`config.mk`:
```
export PLATFORM = sky130hd
export DESIGN_NAME = rx_buffer_drain_ctrl
export DESIGN_NICKNAME = d
export VERILOG_FILES = /design/src/rtl/rx_buf_pkg.sv /design/src/rtl/rx_buffer_drain_ctrl_addr_sync.sv /design/src/rtl/rx_buffer_drain_ctrl.sv
export SDC_FILE = /design/constraint.sdc
export NUM_CORES = 1
export LEC_CHECK = 0
export BUFFER_PORTS_ARGS = -buffer_cell sky130_fd_sc_hd__buf_2
export CORE_MARGIN = 3
export CORE_UTILIZATION = 55
export DETAILED_ROUTE_END_ITERATION = 8
export GPL_TIMING_DRIVEN = 0
export MAX_ROUTING_LAYER = met4
export PLACE_DENSITY = 0.77
export SETUP_SLACK_MARGIN = 0.4
export SLEW_MARGIN = 0
export SYNTH_ARGS = -nofsm -noshare
export SYNTH_HDL_FRONTEND = slang
export SYNTH_HIERARCHICAL = 1
export SYNTH_SLANG_ARGS = --single-unit
export TNS_END_PERCENT = 30
```
`constraint.sdc`:
```
create_clock -name clk -period 3 [get_ports clk]
set_clock_uncertainty 0.1 [all_clocks]
set_input_delay 0.75 -clock clk [delete_from_list [all_inputs] [get_ports clk]]
set_output_delay 0.75 -clock clk [all_outputs]
set_load 0.05 [all_outputs]
```
`src/rtl/rx_buf_pkg.sv`:
```
// Shared definitions for the Rx packet buffer read side: address widths,
// header field positions, drain FSM state encoding and header helpers.
package rx_buf_pkg;

  localparam int BUF_AW      = 9;
  localparam int BUF_PW      = 10;
  localparam int HDR_LEN_MSB = 63;
  localparam int HDR_LEN_LSB = 32;

  typedef enum logic [7:0] {
    S_IDLE    = 8'h01,
    S_HDR_RD  = 8'h02,
    S_HDR_CHK = 8'h04,
    S_DAT_RD  = 8'h08,
    S_DAT_OUT = 8'h10,
    S_RELEASE = 8'h20
  } rx_state_t;

  // Number of 64-bit data words occupied by a packet of len bytes.
  function automatic logic [15:0] words_of(input logic [31:0] len);
    logic [32:0] sum;
    sum = {1'b0, len} + 33'd7;
    return 16'(sum >> 3);
  endfunction

  // Byte enables for the final word of a packet, LSB-first contiguous.
  function automatic logic [7:0] keep_of(input logic [31:0] len);
    logic [3:0] sh;
    sh = 4'd8 - {1'b0, len[2:0]};
    if (len[2:0] == 3'd0) return 8'hFF;
    return 8'hFF >> sh;
  endfunction

endpackage

```
`src/rtl/rx_buffer_drain_ctrl_addr_sync.sv`:
```
// Two-flop synchronizer for a multi-bit pointer from another clock domain;
// the output only follows once the synchronized value has held for two cycles.
module addr_sync_stable #(
  parameter int W = 10
) (
  input  logic         clk,
  input  logic         reset_n,
  input  logic [W-1:0] async_in,
  output logic [W-1:0] sync_out
);

  logic [W-1:0] s0;
  logic [W-1:0] s1;
  logic [W-1:0] s1_prev;

  always_ff @(posedge clk or negedge reset_n) begin
    if (!reset_n) begin
      s0       <= '0;
      s1       <= '0;
      s1_prev  <= '0;
      sync_out <= '0;
    end else begin
      s0      <= async_in;
      s1      <= s0;
      s1_prev <= s1;
      // A pointer caught mid-transition never matches its predecessor.
      if (s1 == s1_prev) sync_out <= s1;
    end
  end

endmodule

```
`src/rtl/rx_buffer_drain_ctrl.sv`:
```
// Read-side drain controller for the Rx packet buffer: walks header/data words
// through the buffer read port, streams them out, then releases buffer space.
module rx_buffer_drain_ctrl
  import rx_buf_pkg::*;
#(
  parameter int RD_LAT      = 2,
  parameter int MAX_BYTES   = 1522,
  parameter int HOLD_CYCLES = 4
) (
  input  logic        clk,
  input  logic        reset_n,
  input  logic [9:0]  commited_wr_address,
  output logic        rd_en,
  output logic [8:0]  rd_addr,
  input  logic [63:0] rd_data,
  output logic        rd_addr_change,
  output logic [9:0]  rd_addr_extended,
  output logic [63:0] out_data,
  output logic [7:0]  out_keep,
  output logic        out_last,
  output logic        out_valid,
  input  logic        out_ready,
  output logic [15:0] err_count,
  output logic [7:0]  state_dbg
);

  // Stream handshake: a word transfers on a clk edge where out_valid and
  // out_ready are both high; once raised, out_valid and the word fields hold
  // unchanged until that transfer (only reset may drop them earlier).

  rx_state_t         state;
  logic [BUF_PW-1:0] rd_ptr;
  logic [BUF_PW-1:0] ptr_inc;
  logic [BUF_PW-1:0] cwa_sync;
  logic [2:0]        lat_cnt;
  logic [31:0]       len_q;
  logic [15:0]       words_left;
  logic [7:0]        hold_cnt;
  logic [31:0]       hdr_len;
  logic              hdr_bad;
  logic              pending;
  logic              unused_hdr_lo;

  addr_sync_stable #(.W(BUF_PW)) u_cwa_sync (
    .clk      (clk),
    .reset_n  (reset_n),
    .async_in (commited_wr_address),
    .sync_out (cwa_sync)
  );

  assign ptr_inc       = rd_ptr + 10'd1;
  assign pending       = (rd_ptr != cwa_sync);
  assign hdr_len       = rd_data[HDR_LEN_MSB:HDR_LEN_LSB];
  assign hdr_bad       = (hdr_len == 32'd0) || (hdr_len > 32'(MAX_BYTES));
  assign unused_hdr_lo = ^rd_data[HDR_LEN_LSB-1:0];
  assign state_dbg     = state;

  always_ff @(posedge clk or negedge reset_n) begin
    if (!reset_n) begin
      state            <= S_IDLE;
      rd_ptr           <= '0;
      lat_cnt          <= '0;
      len_q            <= '0;
      words_left       <= '0;
      hold_cnt         <= '0;
      rd_en            <= 1'b0;
      rd_addr          <= '0;
      rd_addr_change   <= 1'b0;
      rd_addr_extended <= '0;
      out_data         <= '0;
      out_keep         <= '0;
      out_last         <= 1'b0;
      out_valid        <= 1'b0;
      err_count        <= '0;
    end else begin
      rd_en <= 1'b0;
      case (state)
        S_IDLE: begin
          if (pending) begin
            rd_en   <= 1'b1;
            rd_addr <= rd_ptr[BUF_AW-1:0];
            lat_cnt <= '0;
            state   <= S_HDR_RD;
          end
        end
        S_HDR_RD: begin
          if (lat_cnt == 3'(RD_LAT - 1)) state <= S_HDR_CHK;
          else lat_cnt <= lat_cnt + 3'd1;
        end
        S_HDR_CHK: begin
          len_q      <= hdr_len;
          words_left <= words_of(hdr_len);
          if (hdr_bad) begin
            // Corrupt header: drop everything the writer has committed so far.
            rd_ptr           <= cwa_sync;
            rd_addr_extended <= cwa_sync;
            rd_addr_change   <= 1'b1;
            hold_cnt         <= '0;
            if (err_count != 16'hFFFF) err_count <= err_count + 16'd1;
            state            <= S_RELEASE;
          end else begin
            rd_ptr  <= ptr_inc;
            rd_en   <= 1'b1;
            rd_addr <= ptr_inc[BUF_AW-1:0];
            lat_cnt <= '0;
            state   <= S_DAT_RD;
          end
        end
        S_DAT_RD: begin
          if (lat_cnt == 3'(RD_LAT)) begin
            out_data  <= rd_data;
            out_valid <= 1'b1;
            out_last  <= (words_left == 16'd1);
            out_keep  <= (words_left == 16'd1) ? keep_of(len_q) : 8'hFF;
            state     <= S_DAT_OUT;
          end else begin
            lat_cnt <= lat_cnt + 3'd1;
          end
        end
        S_DAT_OUT: begin
          if (out_ready) begin
            out_valid  <= 1'b0;
            out_last   <= 1'b0;
            rd_ptr     <= ptr_inc;
            words_left <= words_left - 16'd1;
            if (out_last) begin
              rd_addr_extended <= ptr_inc;
              rd_addr_change   <= 1'b1;
              hold_cnt         <= '0;
              state            <= S_RELEASE;
            end else begin
              rd_en   <= 1'b1;
              rd_addr <= ptr_inc[BUF_AW-1:0];
              lat_cnt <= '0;
              state   <= S_DAT_RD;
            end
          end
        end
        S_RELEASE: begin
          if (hold_cnt == 8'(HOLD_CYCLES - 1)) begin
            rd_addr_change <= 1'b0;
            state          <= S_IDLE;
          end else begin
            hold_cnt <= hold_cnt + 8'd1;
          end
        end
        default: state <= S_IDLE;
      endcase
    end
  end

endmodule

```
==> results of run 1 <==
routing by layer:
layer / GRT usage, % / vias up / routed length [um]
li1: - / 3598 / -
met1: 33.63 / 3549 / 9758
met2: 41.15 / 264 / 10510
met3: 5.030 / 40 / 1420
met4: 8.484 / 0 / 440
met5: - / - / 0
worst paths after layout:
path | start | end | slack, ps
worst max-delay path | state_dbg[4] | rd_addr_extended[7] | 450
worst min-delay path | u_cwa_sync/s0[3] | u_cwa_sync/s1[3] | 250
worst max register to register | state_dbg[4] | rd_addr_extended[7] | 450
worst min register to register | u_cwa_sync/s0[3] | u_cwa_sync/s1[3] | 250
max in group asynchronous | reset_n | out_data[4] | 1150
min in group asynchronous | reset_n | err_count[7] | 600
report_power, final:
group          switching, mW  internal (mW)  leakage [nW]  total (mW)
logic                  0.964          0.598          2.67        1.56
registers              0.201           2.89          2.22        3.09
clock network           1.20           1.15         0.301        2.34
total                   2.36           4.64          5.19        7.00
synthesized netlist by cell type, types with 4 or more instances:
cell type / number / share of area (%)
a21oi_1: 27 / 1.5
a2bb2oi_1: 4 / 0.39
a31oi_1: 5 / 0.34
and2_1: 5 / 0.34
and3_1: 12 / 0.83
and4_1: 6 / 0.58
buf_2: 6 / 0.33
clkbuf_1: 39 / 1.6
dfrtp_1: 196 / 54
ha_1: 12 / 1.7
inv_1: 19 / 0.78
mux2_2: 32 / 4.0
mux2i_1: 5 / 0.55
nand2_1: 259 / 11
nand2b_1: 6 / 0.41
nand3_1: 22 / 1.2
nand4_1: 20 / 1.4
nor2_1: 38 / 1.6
nor2b_1: 4 / 0.28
nor3_1: 21 / 1.2
nor4_1: 21 / 1.4
o211ai_1: 5 / 0.41
o21ai_0: 41 / 2.3
xnor2_1: 27 / 2.6
xor2_1: 44 / 4.2
worst max-delay path: stages (launching register included):
cell,delay [ps]
dfrtp_1,480
nor2_1,260
and3_1,200
clkbuf_1,380
nand3_1,270
nor3b_2,240
clkbuf_4,200
mux2_2,290
cell families (layout without fill, tap and decap cells):
group | Yosys count | after routing | synth area share (%)
fa+ha+maj | 12 | 12 | 1.651
other cells | 1 | 2 | 0.04125
simple gates | 436 | 436 | 21.99
xor+xnor | 71 | 71 | 6.840
compound gates | 110 | 110 | 7.583
buf+inv | 68 | 299 | 3.138
flops | 197 | 197 | 54.24
mux | 37 | 37 | 4.514
sequential cells by signal, indices dropped and copies added, names as in the netlist:
signal               flops
out_keep                 8
u_cwa_sync/s0           10
hold_cnt                 8
out_data                64
words_left              16
u_cwa_sync/s1_prev      10
len_q                    3
rd_addr                  9
rd_en                    1
state_dbg                6
lat_cnt                  3
rd_addr_extended        10
u_cwa_sync/s1           10
rd_ptr                  10
out_valid                1
u_cwa_sync/sync_out     10
err_count               16
rd_addr_change           1
out_last                 1
layout by cell type, fill, tap and decap left out, types with 4 or more instances in the layout:
cell type  Yosys  layout
buf_4          2       6
and4_1         6       6
and2_1         5       5
clkbuf_2       0       6
o21ai_0       41      40
nand2b_1       6       6
xor2_1        44      44
nand3_1       22      22
clkbuf_1      39      33
nor4_2         0       4
o211ai_1       5       5
inv_6          0       4
a2bb2oi_1      4       4
nor2b_1        4       4
inv_1         19      19
nand2_1      259     259
clkinv_8       0       7
clkbuf_16      0      17
mux2_2        32      32
dfrtp_1      196     194
and3_1        12      12
xnor2_1       27      27
a21oi_1       27      27
nand4_1       20      20
buf_2          6     196
nor2_1        38      38
nor3_1        21      19
mux2i_1        5       5
nor4_1        21      17
ha_1          12      12
a31oi_1        5       5
repair_timing:
item / in CTS / in global routing
hold buffers: 1 / 0
resized for setup: 3 / 23
pin swaps: 0 / 3
hold endpoints to repair: 14 / 0
setup buffers: 0 / 4
setup endpoints to repair: 16 / 58
final cells by class:
cell class                      instances  share of cell area [%]
Multi-Input combinational cell        668                   35.51
Sequential cell                       197                   44.25
Clock buffer                           17                   3.816
Inverter                               19                  0.6397
Buffer                                 49                   2.009
Tap cell                              216                   2.424
Timing Repair Buffer                  199                   9.562
Clock inverter                         15                   1.785
through the flow:
step / cell area (um^2) / total power, mW / instances
2_1_floorplan: 9101 / 4.201 / 933
3_3_place_gp: 10330 / 4.592 / 1341
3_5_place_dp: 10400 / 4.650 / 1343
4_1_cts: 11040 / 7.004 / 1376
5_1_grt: 11150 / 7.338 / 1380
6_report: 11150 / 7.001 / 1380
==> impl_metrics.yaml, run 1 <==
yosys:
  synthesis.area_um2: 9091
  postSynthCellCount: 932
  synth_seq_cells: 197
  synth_edf_count: 0
  avgSynthCellArea_um2: 9.755
  async_reset_ff_share_pct: 100.0
  ys_types: 63
  yosysSeqAreaShare_pct: 54.24
  synth_ff_type: "dfrtp_1"
  yosys_warnings: 6
cells_and_area:
  fillers: 1261
  syn_to_final_growth_pct: 22.63
  drive_gt1_share_pct: 25.95
  postLayoutCoreUtil_pct: 69.43
  layout.nets: 1240
  regArea_um2: 4933
  diodes: 0
  multi_input_area_um2: 3959
floorplan:
  die_h_um: 134.6
  core_region_area_um2: 16060
  die_area_um2: 18110
  fp-row-count: 46
  io_pins: 196
  start_util_pct: 56.62
  die_x_um: 134.6
placement:
  place.gp.congestion: 0.8882
  port_buffers: 192
  post-place-ws_ps: -134.7
  hpwlAfterDp_um: 15990
route:
  vias: 7451
  drt-total-wl_um: 22130
  wl_per_cell_um: 16.04
  viasPerCell: 5.399
  drc: 0
  drt_first_pass_iters: 4
  drtIter0Drc: 521
  detail-route-antenna-nets: 0
clock_tree:
  cts.htree.levels: 4
  clockBufferDepth: 2
  insertion_delay_ps: 450
  cts.clk_slew.worst_paths_ps: 80
  cts_sinks: 197
  cts_tree: "built"
  numCtsBuffers: 17
  cts_root_buf: "clkbuf_16"
timing:
  setup_violations: 0
  fin_ws_ps: 449.8
  min_period_ps: 2550
  drv_slew: 0
  hold_viol_final: 0
  rsz0062_at_grt: "yes"
  hold_ws_ps: 251.0
  tightestPinTransition_ps: 605.6
  maxSlewHeadroom_pct: 59.06
  post-route-period-util_pct: 85.01
  clock.fmax_ghz: 0.3921
  tns_ps: 0
global_routing:
  grt_max_degree: 112
  grt-ovfl-total: 0
  grt_pass1_wl_um: 36340
  first_global_vias: 7305
  antenna_found_initial: 0
  track_usage_pct: 25.79
setup_path:
  crit_fanout: 10
  path_class: "reg -> reg"
  crit_arrival_ps: 2770
  cp.required_ps: 3220
  cp-start-kind: "flip-flop"
  reg2reg_depth: 7
  worstSetupEndpointType: "flip-flop"
hold_path:
  hold_depth: 0
  hold_class: "reg -> reg"
power:
  p_leak_nw: 5.192
  p_per_area_nw_per_um2: 628.0
  max-vdd-ir-drop_mv: 0.4588
run:
  drv_cap: 0
run_status:
  status: "finished clean"
No activity file was read; power rests on OpenSTA's default activity.
==> run 2: changes to the inputs <==
- clock period: 3 -> 2.8 ns (I/O delays scaled with it)
==> run 2 against run 1 <==
Combinational power is 15% higher. Final cell count is 1.0% higher. Sequential cell count stayed put. Power is 8.9% higher. Non-clock buffer count is 13 higher. Critical path type unchanged. Critical endpoint is now lat_cnt[2].
==> impl_metrics.yaml, run 2 (synthesis gave the netlist of run 1 again) <==
run_status:
  status: "finished clean"
clock_tree:
  cts_root_buf: "clkbuf_16"
  cts_hold_buf: 0
  cts_tree: "built"
  cts.htree.levels: 4
  insertion_delay_ps: 440
  clockBufferDepth: 2
  numCtsBuffers: 17
  cts.clk_slew.worst_paths_ps: 70
  cts_sinks: 197
route:
  drt_first_pass_iters: 5
  drtIter0Drc: 560
  drc: 0
  wl_per_cell_um: 16.63
  viasPerCell: 5.515
  detail-route-antenna-nets: 0
  drt-total-wl_um: 23180
  vias: 7688
floorplan:
  fp-row-count: 46
  io_pins: 196
  core_region_area_um2: 16060
  die_x_um: 134.6
  die_h_um: 134.6
  start_util_pct: 56.62
  die_area_um2: 18110
timing:
  min_period_ps: 2476
  clock.fmax_ghz: 0.4038
  hold_viol_final: 0
  setup_violations: 0
  maxSlewHeadroom_pct: 51.23
  tightestPinTransition_ps: 731.6
  drv_slew: 0
  post-route-period-util_pct: 88.44
  rsz0062_at_grt: "yes"
  hold_ws_ps: 159.1
cells_and_area:
  stdcell_area_um2: 11470
  instances_no_fill: 1394
  layout_commonest_cell: "nand2_1"
  largestRegisters: "out_data: 64 flops, err_count: 16 flops, words_left: 16 flops"
  largest_register: "out_data"
  diodes: 0
  drive_gt1_share_pct: 29.71
  mostFrequentLayoutCells: "nand2_1, buf_2, dfrtp_1"
  largest_reg_flops: 64
  layout.nets: 1254
  syn_to_final_growth_pct: 26.13
  fillers: 1212
placement:
  placedCellCount: 1342
  port_buffers: 192
  hpwlAfterDp_um: 15790
  placed_area_um2: 10400
  place.gp.congestion: 0.9102
global_routing:
  grt_max_degree: 106
  first_global_vias: 7389
  antenna_found_initial: 0
  grt_pass1_wl_um: 36980
  grt-ovfl-total: 0
  track_usage_pct: 26.32
setup_path:
  crit_fanout: 8
  reg2reg_to: "lat_cnt[2]"
  worstSetupEndpointType: "flip-flop"
  reg2reg_depth: 7
  r2r_start: "state_dbg[0]"
  r2r_slack_ps: 320
  path_class: "reg -> reg"
  crit_arrival_ps: 2700
  cp.required_ps: 3030
  cp-start-kind: "flip-flop"
run:
  drv_cap: 0
power:
  p_leak_nw: 5.310
  max-vdd-ir-drop_mv: 0.5094
  p_per_area_nw_per_um2: 665.1
hold_path:
  hold_class: "in -> async"
==> run 2: changes by cell type in the layout (fill, tap and decap cells not counted), sizes merged <==
cell	change
o211ai	+1
buf	+16
inv	-1
clkinv	+1
clkbuf	-2
dlygate4sd3	-1
==> run 2: worst max-delay path, stage by stage, from the launching register on <==
cell     delay, ps
dfstp_4        510
or3_4          400
or3_1          340
buf_6          150
nand4_2         90
o21ai_2         80
or4_4          470
a22o_1         230
==> run 2: how the worst max path moves through the flow <==
| stage | startpoint | end | slack (ps) |
|---|---|---|---|
| CTS | state_dbg[0] | hold_cnt[5] | 270 |
| detailed placement | rd_data[48] | rd_ptr[6] | -310 |
| global placement | reset_n | state_dbg[4] | -2670 |
| floorplan | state_dbg[1] | lat_cnt[0] | 360 |
| global route | state_dbg[1] | lat_cnt[2] | 260 |
| finish | state_dbg[0] | lat_cnt[2] | 320 |
==> run 2: layout make-up <==
cell class | count | area [um^2] | area share, %
multi-input cells | 669 | 4151 | 36.20
clock inverters | 15 | 196.4 | 1.713
clock buffers | 17 | 425.4 | 3.710
repair buffers | 212 | 1149 | 10.02
inverters | 19 | 71.32 | 0.6219
flip-flops and latches | 197 | 4942 | 43.10
plain buffers | 49 | 261.5 | 2.280
well taps | 216 | 270.3 | 2.357
==> run 2: metal layers <==
metal | track usage, % | share of wire, % | up-vias
li1 | - | - | 3628
met1 | 35.60 | 43 | 3750
met2 | 41.01 | 49 | 269
met3 | 5.328 | 6.5 | 41
met4 | 7.466 | 2.0 | 0
met5 | - | 0 | -
==> run 2: per-stage QoR <==
stage	setup TNS [ps]	power (mW)	setup WS (ps)	utilization, %
final	0	7.627	323.8	71.41
after global routing	0	7.986	260.2	71.41
after CTS	0	7.509	266.5	69.21
after detailed placement	-5512	4.982	-306.3	64.77
after global placement	-460500	4.930	-2674	64.53
after floorplan	0	4.513	356.2	-
==> run 2: repair_timing <==
item                       4_1_cts  5_1_grt
buffers inserted                 3       15
cloned                           0        2
gates resized for setup         17       75
setup endpoints to repair       60       92
pin swaps                        3        8
==> run 2: power by group <==
part / internal, mW / switching (mW) / leakage (nW)
registers: 3.10 / 0.219 / 2.21
clock network: 1.23 / 1.27 / 0.299
logic: 0.694 / 1.11 / 2.80
total: 5.03 / 2.60 / 5.31
==> run 3: changes to the inputs <==
- REMOVE_ABC_BUFFERS: unset -> 1
==> run 3 against run 2 <==
Combinational power rose by 5%. Wire length fell by 1.9%. Sequential share of layout area rose by 0.28 points. Sequential power rose by 3%. Non-clock buffer count fell by 39. Worst setup slack improved by 12 ps. Power rose by 1.4%. Highest routed layer unchanged.
==> impl_metrics.yaml, run 3 (synthesis gave the netlist of run 1 again) <==
power:
  p_total_mw: 7.736
  switching_share_pct: 33.63
  p_sw_mw: 2.601
  p_leak_nw: 5.237
  internal_power_mw: 5.134
  clkPwrFrac_pct: 31.5
  max-vdd-ir-drop_mv: 0.4534
  combPwrFrac_pct: 24.4
  p_per_area_nw_per_um2: 679.8
  power_frac_seq_pct: 44.1
cells_and_area:
  largest_register: "out_data"
  instances_no_fill: 1359
  largest_reg_flops: 64
  layout_commonest_cell: "nand2_1"
  largestRegisters: "out_data: 64 flops, err_count: 16 flops, words_left: 16 flops"
  stdcell_area_um2: 11380
  diodes: 0
  drive_gt1_share_pct: 29.22
  layout.nets: 1219
  syn_to_final_growth_pct: 25.17
  mostFrequentLayoutCells: "nand2_1, dfrtp_1, buf_2"
  postLayoutCoreUtil_pct: 70.87
placement:
  hpwlAfterDp_um: 14280
  port_buffers: 193
  place.gp.congestion: 0.8503
  placed_area_um2: 10240
  placedCellCount: 1298
  post-place-ws_ps: -514.0
hold_path:
  hold_class: "in -> async"
clock_tree:
  clockBufferDepth: 2
  cts_root_buf: "clkbuf_16"
  cts_sinks: 197
  cts_tree: "built"
  cts_hold_buf: 0
  cts.clk_slew.worst_paths_ps: 80
  insertion_delay_ps: 430
  cts.htree.levels: 4
  numCtsBuffers: 17
timing:
  hold_viol_final: 0
  drv_slew: 0
  hold_ws_ps: 152.9
  tns_ps: 0
  fin_ws_ps: 335.9
  post-route-period-util_pct: 88.00
  clock.fmax_ghz: 0.4058
  maxSlewHeadroom_pct: 50.63
  tightestPinTransition_ps: 730.2
  min_period_ps: 2464
  setup_violations: 0
  rsz0062_at_grt: "yes"
floorplan:
  die_x_um: 134.6
  fp-row-count: 46
  start_util_pct: 56.62
  die_area_um2: 18110
  core_region_area_um2: 16060
  io_pins: 196
  die_h_um: 134.6
setup_path:
  crit_top_cell: "or3_4"
  worstSetupEndpointType: "flip-flop"
  max_stage_delay_ps: 490
  crit_fanout: 8
  cp.required_ps: 3020
  cpMaxStageDelayCell: "dfrtp_2"
  cp-start-kind: "flip-flop"
  path_class: "reg -> reg"
  crit_chain: "or3_4 -> or3_4 -> nand4_2 -> o21ai_2 -> nor3_2 -> mux2_2"
  crit_arrival_ps: 2680
route:
  vias: 7456
  drt_first_pass_iters: 5
  drc: 0
  viasPerCell: 5.486
  detail-route-antenna-nets: 0
  wl_per_cell_um: 16.73
  drt-total-wl_um: 22730
  drtIter0Drc: 542
global_routing:
  track_usage_pct: 25.18
  gr-usage-met2_pct: 39.80
  antenna_found_initial: 0
  grt_use_met1_pct: 33.69
  grt-ovfl-total: 0
  first_global_vias: 7304
  grt.busiest_layer: "met2"
  grt_max_degree: 117
  gr-usage-met3_pct: 4.173
  grt_pass1_wl_um: 35680
run:
  drv_cap: 0
run_status:
  status: "finished clean"
-- run 3: changes by cell type in the layout (fill, tap and decap cells not counted), moves of 3 or more --
cell      previous run  this run
buf_12               0         4
clkbuf_1            22         0
buf_2              196       189
mux2_2              23        28
nor4_2               6         3
clkbuf_2            13         0
mux2_4               9         4
-- run 3: final cells by class --
| cell class | count | area, um^2 |
|---|---|---|
| multi-input combinational | 673 | 4177 |
| timing repair buffer | 222 | 1315 |
| inverter | 19 | 75.07 |
| clock buffer | 17 | 425.4 |
| clock inverter | 15 | 181.4 |
| fill | 1169 | 4678 |
| sequential | 197 | 4936 |
| tap | 216 | 270.3 |
-- run 3: final timing paths --
path                                   from                to  slack (ps)  depth (start not counted)
setup / recovery               state_dbg[1]        lat_cnt[1]         340                          6
hold / removal                      reset_n     err_count[14]         150                          1
setup reg to reg               state_dbg[1]        lat_cnt[1]         340                          6
hold reg to reg            u_cwa_sync/s0[0]  u_cwa_sync/s1[0]         250                          0
max in group asynchronous           reset_n         rd_ptr[0]        1450                          2
min in group clk           u_cwa_sync/s0[0]  u_cwa_sync/s1[0]         250                          0
-- run 3: metal layers --
layer  wire (um)  part of all wire [%]  up-vias
met5           0                     0        -
met4         448                   2.0        0
met3        1525                   6.7       38
met2       10990                    48      266
met1        9761                    43     3587
li1            -                     -     3565
-- run 3: worst max-delay path, delay by kind of cell, from the launching register on --
kind | cells | cell delay (ps)
AOI/OAI and AO/OA | 1 | 110
DFF | 1 | 490
muxes | 1 | 380
and+or+nand+nor | 4 | 1270
-- run 3: timing repair --
| item | 4_1_cts | 5_1_grt |
|---|---|---|
| endpoints found under the setup margin | 113 | 133 |
| gates cloned | 3 | 3 |
| buffers inserted | 11 | 12 |
| pin swaps | 10 | 12 |
| resized for setup | 24 | 34 |
-- run 3: power by group through the flow --
stage | registers [mW] | logic [mW] | clock network, mW
3_5_place_dp | 3.43 | 1.50 | 0
2_1_floorplan | 3.65 | 0.825 | 0
6_report | 3.41 | 1.89 | 2.44
5_1_grt | 3.45 | 2.03 | 2.61
3_3_place_gp | 3.41 | 1.46 | 0
4_1_cts | 3.38 | 1.65 | 2.48
